### src/rtl/spart_tx_if.sv
// Bus-side signals of the SPART transmitter: write strobe/data, baud enable,
// buffer status and the serial line itself.
interface spart_tx_if #(
    parameter int DATA_BITS = 8
);
    logic                 baud_en;
    logic                 wr_en;
    logic [DATA_BITS-1:0] data_in;
    logic                 txd;
    logic                 tbr;
    logic                 tx_busy;

    modport master (
        output baud_en,
        output wr_en,
        output data_in,
        input  txd,
        input  tbr,
        input  tx_busy
    );

    modport slave (
        input  baud_en,
        input  wr_en,
        input  data_in,
        output txd,
        output tbr,
        output tx_busy
    );
endinterface

### src/rtl/spart_tx.sv
// SPART transmitter: holding register feeding a shift register, framed as
// start(0) + DATA_BITS LSB-first + stop(1), with bits timed in baud_en pulses.
module spart_tx #(
    parameter int OVERSAMPLE = 16,
    parameter int DATA_BITS  = 8
) (
    input logic       clk,
    input logic       rst,
    spart_tx_if.slave bus
);
    localparam int CNT_W = $clog2(OVERSAMPLE);
    localparam int BIT_W = $clog2(DATA_BITS);
    localparam logic [CNT_W-1:0] CNT_LAST = CNT_W'(OVERSAMPLE - 1);
    localparam logic [BIT_W-1:0] BIT_LAST = BIT_W'(DATA_BITS - 1);

    localparam logic [1:0] S_IDLE  = 2'd0;
    localparam logic [1:0] S_START = 2'd1;
    localparam logic [1:0] S_DATA  = 2'd2;
    localparam logic [1:0] S_STOP  = 2'd3;

    logic [1:0]           state_q, state_d;
    logic [DATA_BITS-1:0] hold_q, hold_d;
    logic [DATA_BITS-1:0] shift_q, shift_d;
    logic [CNT_W-1:0]     cnt_q, cnt_d;
    logic [BIT_W-1:0]     bit_cnt_q, bit_cnt_d;
    logic                 tbr_q, tbr_d;
    logic                 txd_q, txd_d;
    logic                 busy_q, busy_d;
    logic                 bit_end;
    logic                 load;

    always_comb begin
        state_d   = state_q;
        hold_d    = hold_q;
        shift_d   = shift_q;
        cnt_d     = cnt_q;
        bit_cnt_d = bit_cnt_q;
        tbr_d     = tbr_q;

        bit_end = (state_q != S_IDLE) && bus.baud_en && (cnt_q == CNT_LAST);
        // Holding byte moves on when the line is free or the stop bit is just ending
        load    = !tbr_q && ((state_q == S_IDLE) || ((state_q == S_STOP) && bit_end));

        if ((state_q != S_IDLE) && bus.baud_en) begin
            cnt_d = bit_end ? '0 : cnt_q + 1'b1;
        end

        case (state_q)
            S_START: begin
                if (bit_end) begin
                    state_d   = S_DATA;
                    bit_cnt_d = '0;
                end
            end
            S_DATA: begin
                if (bit_end) begin
                    shift_d   = shift_q >> 1;
                    bit_cnt_d = bit_cnt_q + 1'b1;
                    if (bit_cnt_q == BIT_LAST) begin
                        state_d = S_STOP;
                    end
                end
            end
            S_STOP: begin
                if (bit_end) begin
                    state_d = S_IDLE;
                end
            end
            default: begin
            end
        endcase

        if (load) begin
            state_d = S_START;
            shift_d = hold_q;
            cnt_d   = '0;
            tbr_d   = 1'b1;
        end

        // tbr_q is low whenever load is possible, so these never collide
        if (bus.wr_en && tbr_q) begin
            hold_d = bus.data_in;
            tbr_d  = 1'b0;
        end
    end

    always_comb begin
        txd_d = 1'b1;
        case (state_q)
            S_START: txd_d = 1'b0;
            S_DATA:  txd_d = shift_q[0];
            default: txd_d = 1'b1;
        endcase
        busy_d = (state_q != S_IDLE);
    end

    always_ff @(posedge clk) begin
        if (rst) begin
            state_q   <= S_IDLE;
            hold_q    <= '0;
            shift_q   <= '0;
            cnt_q     <= '0;
            bit_cnt_q <= '0;
            tbr_q     <= 1'b1;
            txd_q     <= 1'b1;
            busy_q    <= 1'b0;
        end else begin
            state_q   <= state_d;
            hold_q    <= hold_d;
            shift_q   <= shift_d;
            cnt_q     <= cnt_d;
            bit_cnt_q <= bit_cnt_d;
            tbr_q     <= tbr_d;
            txd_q     <= txd_d;
            busy_q    <= busy_d;
        end
    end

    assign bus.txd     = txd_q;
    assign bus.tbr     = tbr_q;
    assign bus.tx_busy = busy_q;
endmodule

### src/flat_wrapper.sv
// flat-port wrapper written by rule: the top's interface ports become plain ports
module spart_tx_flat 
#(
    parameter int OVERSAMPLE = 16,
    parameter int DATA_BITS  = 8
)
  (clk, rst, bus_baud_en, bus_wr_en, bus_data_in, bus_txd, bus_tbr, bus_tx_busy);
  spart_tx_if #(.DATA_BITS(DATA_BITS)) bus_i ();
  input logic clk;
  input logic rst;
  input wire logic [$bits(bus_i.baud_en)-1:0] bus_baud_en;
  input wire logic [$bits(bus_i.wr_en)-1:0] bus_wr_en;
  input wire logic [$bits(bus_i.data_in)-1:0] bus_data_in;
  output wire logic [$bits(bus_i.txd)-1:0] bus_txd;
  output wire logic [$bits(bus_i.tbr)-1:0] bus_tbr;
  output wire logic [$bits(bus_i.tx_busy)-1:0] bus_tx_busy;
  assign bus_i.baud_en = bus_baud_en;
  assign bus_i.wr_en = bus_wr_en;
  assign bus_i.data_in = bus_data_in;
  assign bus_txd = bus_i.txd;
  assign bus_tbr = bus_i.tbr;
  assign bus_tx_busy = bus_i.tx_busy;
  spart_tx #(.OVERSAMPLE(OVERSAMPLE), .DATA_BITS(DATA_BITS)) u_core (.clk(clk), .rst(rst), .bus(bus_i));
endmodule
### config.mk
export PLATFORM = sky130hd
export DESIGN_NAME = spart_tx_flat
export DESIGN_NICKNAME = d
export VERILOG_FILES = /design/src/rtl/spart_tx_if.sv /design/src/rtl/spart_tx.sv /design/src/flat_wrapper.sv
export SDC_FILE = /design/constraint.sdc
export NUM_CORES = 1
export LEC_CHECK = 0
export ABC_AREA = 1
export CORE_UTILIZATION = 45
export DETAILED_ROUTE_END_ITERATION = 10
export MAX_ROUTING_LAYER = met4
export PLACE_DENSITY = 0.74
export SYNTH_ARGS = -nofsm -noshare
export SYNTH_HDL_FRONTEND = slang
export SYNTH_SLANG_ARGS = --single-unit
### constraint.sdc
create_clock -name clk -period 1.68 [get_ports clk]
set_input_delay 0.336 -clock clk [delete_from_list [all_inputs] [get_ports clk]]
set_output_delay 0.336 -clock clk [all_outputs]
set_load 0.03 [all_outputs]
# Word-level counts from Yosys, hierarchy flattened
# Cells that the tools add are included.
[classes]
mux = 16
eq_ne = 13
order_cmp = 0
add_sub_neg = 2
reduce_logical = 20
multipliers = 0
div_mod_pow = 0
bitwise_logic = 0
shift = 0
[op_table]
columns = ["op", "n"]
rows = [
  ["2-to-1 mux 8 bit", 3],
  ["!= test 3 x 1 -> 1 bit (second input constant)", 4],
  ["AND reduction 5 bit", 2],
  ["nonzero test 2 bit", 5],
  ["2-to-1 mux 2 bit", 4],
  ["!= test 2 x 1 -> 1 bit (second input constant)", 4],
  ["2-to-1 mux 3 bit", 2],
  ["case mux 2 bit (3 select lines)", 1],
  ["case mux 3 bit (2 select lines)", 1],
  ["logical AND 1 bit", 5],
  ["adder 4 x 1 -> 4 bit (second input constant)", 1],
  ["== test 2 bit (second input constant)", 2],
  ["== test 4 bit (second input constant)", 1],
  ["2-to-1 mux 4 bit", 1],
  ["nonzero test 4 bit", 1],
  ["adder 3 x 1 -> 3 bit (second input constant)", 1],
  ["== test 3 bit (second input constant)", 1],
  ["2-to-1 mux 1 bit", 3],
  ["AND reduction 3 bit", 1],
  ["nonzero test 3 bit", 1],
  ["== test 2 x 1 -> 1 bit (second input constant)", 1],
  ["zero test 2 bit", 1],
  ["case mux 1 bit (2 select lines)", 1],
  ["AND reduction 2 bit", 1],
  ["other kinds (3)", 3],
]
[totals]
mem_bits_ro = 0
latch_bits = 0
mem_bits_rw = 0
mem_count = 0
out_inout_bits = 3
regBits = 28
in_bits = 12

# Depth between registers and ports, before layout
[logic_depth]
ltp_word = 8
mapped_depth = 11
ltp_nobuf = 11

# Worst setup path after synthesis
# No wires, ideal clock.
[synth_path]
kind = "register to register"
from = "register u_core.state_q[0]"
to = "register u_core.shift_q[3]"
required_time_ns = 1.545
period_less_slack_ns = 1.587
path_stages_with_launch = 10
arrival_ns = 1.452
setup_time_ns = 0.135
path_buffers = 1
path_slack_ns = 0.093
cell_sequence = "dfxtp_1 -> inv_1 -> ha_1 -> nor2_4 -> nand3_1 -> nand2_1 -> nand2_2 -> buf_6 -> o21ai_1 -> a21oi_2"
[synth_via]
elab_chain_cells = 8
word_cells_on_any_way = 13
classes_between = "eq/ne (2); mux (1); reduce/logical (10)"
[synth_rtl]
columns = ["element", "line_no", "text"]
rows = [
  ["start, declared", "spart_tx.sv:21", "logic [1:0] state_q, state_d;"],
  ["start signal, assigned", "spart_tx.sv:108", "state_q <= state_d;"],
  ["nonzero test 2 bit", "spart_tx.sv:40", "bit_end = (state_q != S_IDLE) && bus.baud_en && (cnt_q == CNT_LAST);"],
  ["logical AND 1 bit (2 in series)", "spart_tx.sv:40", ""],
  ["logical AND 1 bit", "spart_tx.sv:42", "load = !tbr_q && ((state_q == S_IDLE) || ((state_q == S_STOP) && bit_end));"],
  ["logical OR 1 bit", "spart_tx.sv:42", ""],
  ["logical AND 1 bit", "spart_tx.sv:42", ""],
  ["nonzero test 2 bit (no line)", "-", ""],
  ["AND reduction 2 bit (no line)", "-", ""],
  ["end signal, assigned", "spart_tx.sv:110", "shift_q <= shift_d;"],
  ["end, declared", "spart_tx.sv:23", "logic [DATA_BITS-1:0] shift_q, shift_d;"],
]
# Parallel ways exist; a longest one is shown, timed or not.
# A chain may end at the register's enable or synchronous reset.

# Worst setup path in the final report
[layout_path]
from = "register u_core.state_q[1]"
to = "register u_core.state_q[0]"
[layout_via]
elab_chain_cells = 8
word_cells_on_any_way = 18
classes_between = "eq/ne (7); mux (2); reduce/logical (9)"
[layout_rtl]
columns = ["element", "line_no"]
rows = [
  ["nonzero test 2 bit", "spart_tx.sv:40"],
  ["logical AND 1 bit (2 in series)", "spart_tx.sv:40"],
  ["logical AND 1 bit", "spart_tx.sv:42"],
  ["logical OR 1 bit", "spart_tx.sv:42"],
  ["logical AND 1 bit", "spart_tx.sv:42"],
  ["!= test 3 x 1 -> 1 bit (no line) or nonzero test 4 bit (tied branches)", "-"],
  ["AND reduction 5 bit (no line)", "-"],
]
# Parallel ways exist; a longest one is shown, timed or not.

==> metrics.txt <==
Vias=1,170; Root Buffer=clkbuf_4; Setup crit end kind=flip-flop; fin crit share=89.6%; Initial Util=between 40% and 50%; Starting DRT DRC Count=27; Finished Cell Area=1660 um2; area delta synth->final=22.8%; drt first pass iters=4; Yosys top cell area share=41.5%; Peak VDD IR=731 uV; pwr/cell area=about 1400 nW/um2; status=completed; final worst path period need=1.50 ns; Post-Synthesis Cells=around 170; layout cell share with drive strength beyond 1=19.3%; core area=roughly 2800 um2; Least-Margin Pin Slew=about 0.32 ns; CTS Hold Bufs=0; chip width=roughly 57 um; Synthesis Warnings=0; total gr overflow=0; via count of the first global-routing pass=approximately 1.1k; Max Freq=between 0.6 and 0.7 GHz; combinational power share=between 40% and 50%; slowest CP cell=dfxtp_1; H-tree levels=1; RD Place Congestion=approximately 0.86; GRT Resource Usage Total=19.0%; clock network power share=approximately 20%; CP Buf/Inv Count=2; syn_nets=between 150 and 200; Int Power=1.44 mW; clk_skew=between 0.005 and 0.006 ns; die height=around 57 um; Post-Syn Area=around 1400 um2; crit-path max cell delay=approximately 0.36 ns; TritonCTS clock tree=done; detailed placement HPWL=approximately 2000 um; Ports=15; Flop pwr share=about two fifths; initial antenna violation count=0; CTS max path bufs=2; final antenna-violating net count=0; CP delay by family, top=simple AND/OR/NAND/NOR gates; Row Count=19; final setup fails=0; Sw Ratio=a little over a third; Slew Viols, Final=0; Ant. Diodes=0; DRC Markers=0; Power Total=between 2 and 2.5 mW; Arr. time, crit path=about 1.7 ns; average cell area after synthesis=~7.8 um2; critical path fanouts, max=5; final hold viol count=0; Psw=810 uW; worst skew pair latency=roughly 0.33 ns; Leakage Power=between 0.7 and 0.8 nW; worst path cell trace=buf_4 > ha_1 > inv_2 > or2_1 > nand3b_1 > nand2_1 > a21oi_1 > nor2_1; final wirelength=roughly 2600 um; clk sinks=28; dominant cell type by area after synthesis=dfxtp_1; Startpoint Class=flip-flop; via-per-instance ratio=between 5 and 6; post-synthesis sequential area ratio=approximately 42%; Inserted Clock Buffers=3; Hold Slack=0.472 ns; maxcap violations=0; first-pass GRT wire length=between 4000 and 5000 um; post-synth cell types=27; fin cells=roughly 230; Area contributors post-synth=dfxtp_1 42%, ha_1 8.3%, nand2_1 8.1%; Required @ worst endpoint=between 1.5 and 2 ns; placed insts=~220; I/O Buffers=14; slew margin rel.=79.0%; placed instance area=between 1500 and 2000 um2; largest net degree at the start of global routing=24; clock slew at reported path FFs=0.15 ns; die area=about 3200 um2; WS Path Type=flip-flop to flip-flop; drt wl/cell=around 11 um; Total Nets Final=around 220; HP Class=flip-flop to flip-flop; synthesized flop and latch total=28
-- registers in the layout (all words and copies together), names as in the netlist --
name                cells
u_core.hold_q           8
u_core.shift_q          8
u_core.cnt_q            4
u_core.bit_cnt_q        3
u_core.state_q          2
u_core.bus.tbr          1
u_core.bus.tx_busy      1
u_core.bus.txd          1
-- routing by layer --
layer | up-vias | global-route usage, % | routed length, um
met5 | - | - | 0
met4 | 0 | 7.32 | 27
met3 | 2 | 1.38 | 46
met2 | 16 | 33.3 | 1320
met1 | 530 | 22.7 | 1220
li1 | 622 | - | -
-- logic make-up after synthesis --
kind of cell	synth area share, %
and+or+nand+nor	27.1
adders and majority gates	8.34
DFF	41.5
AOI/OAI and AO/OA	16.9
buffers and inverters	6.21
-- final timing paths --
check / to / cells after the start / start / slack (ns)
setup / recovery: u_core.state_q[0] / 8 / u_core.state_q[1] / 0.18
hold / removal: u_core.cnt_q[0] / 1 / u_core.cnt_q[0] / 0.47
setup reg to reg: u_core.state_q[0] / 8 / u_core.state_q[1] / 0.18
hold reg to reg: u_core.cnt_q[0] / 1 / u_core.cnt_q[0] / 0.47
-- power groups by stage --
stage	Sequential, mW	Combinational [mW]	Clock, mW
after floorplan	0.908	0.610	0
after global placement	0.863	0.900	0
after detailed placement	0.869	0.924	0
after CTS	0.854	0.933	0.453
after global routing	0.871	1.06	0.479
final	0.857	0.948	0.441
-- cells in the final DEF, fill, tap and decap left out, drive strengths merged --
cell,instances
a211oi,1
a21oi,14
buf,10
bufinv,1
clkbuf,3
clkdlybuf4s50,11
clkinv,1
dfxtp,28
dlygate4sd2,1
dlymetal6s2s,2
ha,9
inv,13
nand2,32
nand3,15
nand3b,1
nand4,2
nor2,28
o211a,2
o21ai,18
o21bai,2
o22ai,1
or2,2
-- per-stage QoR --
stage,setup TNS (ns),util [%],worst slack [ns]
floorplan,0,-,0.0931
global placement,-0.0175,56.6,-0.00524
detailed placement,-0.236,56.6,-0.0451
CTS,0,58.4,0.0126
global route,-0.0130,59.1,-0.0130
finish,0,59.1,0.175
-- final cells by class --
cell class                      instances  area, um2
Timing Repair Buffer                   24        231
Multi-Input combinational cell        127        717
Clock buffer                            3       22.5
Clock inverter                          1       30.0
Tap cell                               31       38.8
Inverter                               14       53.8
Fill cell                             266       1150
Sequential cell                        28        564
-- synth_stat cells --
cell type / number
nand2_1: 29
or2_2: 1
clkbuf_1: 2
ha_1: 9
or2_1: 1
nand2_4: 1
nand3_1: 14
nand3b_1: 1
o211a_1: 2
a21oi_1: 10
a211oi_1: 1
inv_2: 4
o21ai_2: 1
clkinv_2: 1
o21ai_1: 6
a21oi_2: 4
dfxtp_1: 28
inv_1: 9
nor2_1: 26
o21ai_0: 11
nand4_1: 2
nand2_2: 2
nor2_4: 2
o22ai_1: 1
o21bai_1: 2
buf_6: 2
nand3_2: 1
-- repair_timing --
action,CTS,global route
pin swaps,0,1
setup buffers,0,0
gates resized for setup,1,9
setup endpoints to repair,1,10
Note: power is estimated with default switching activity, not from simulation.
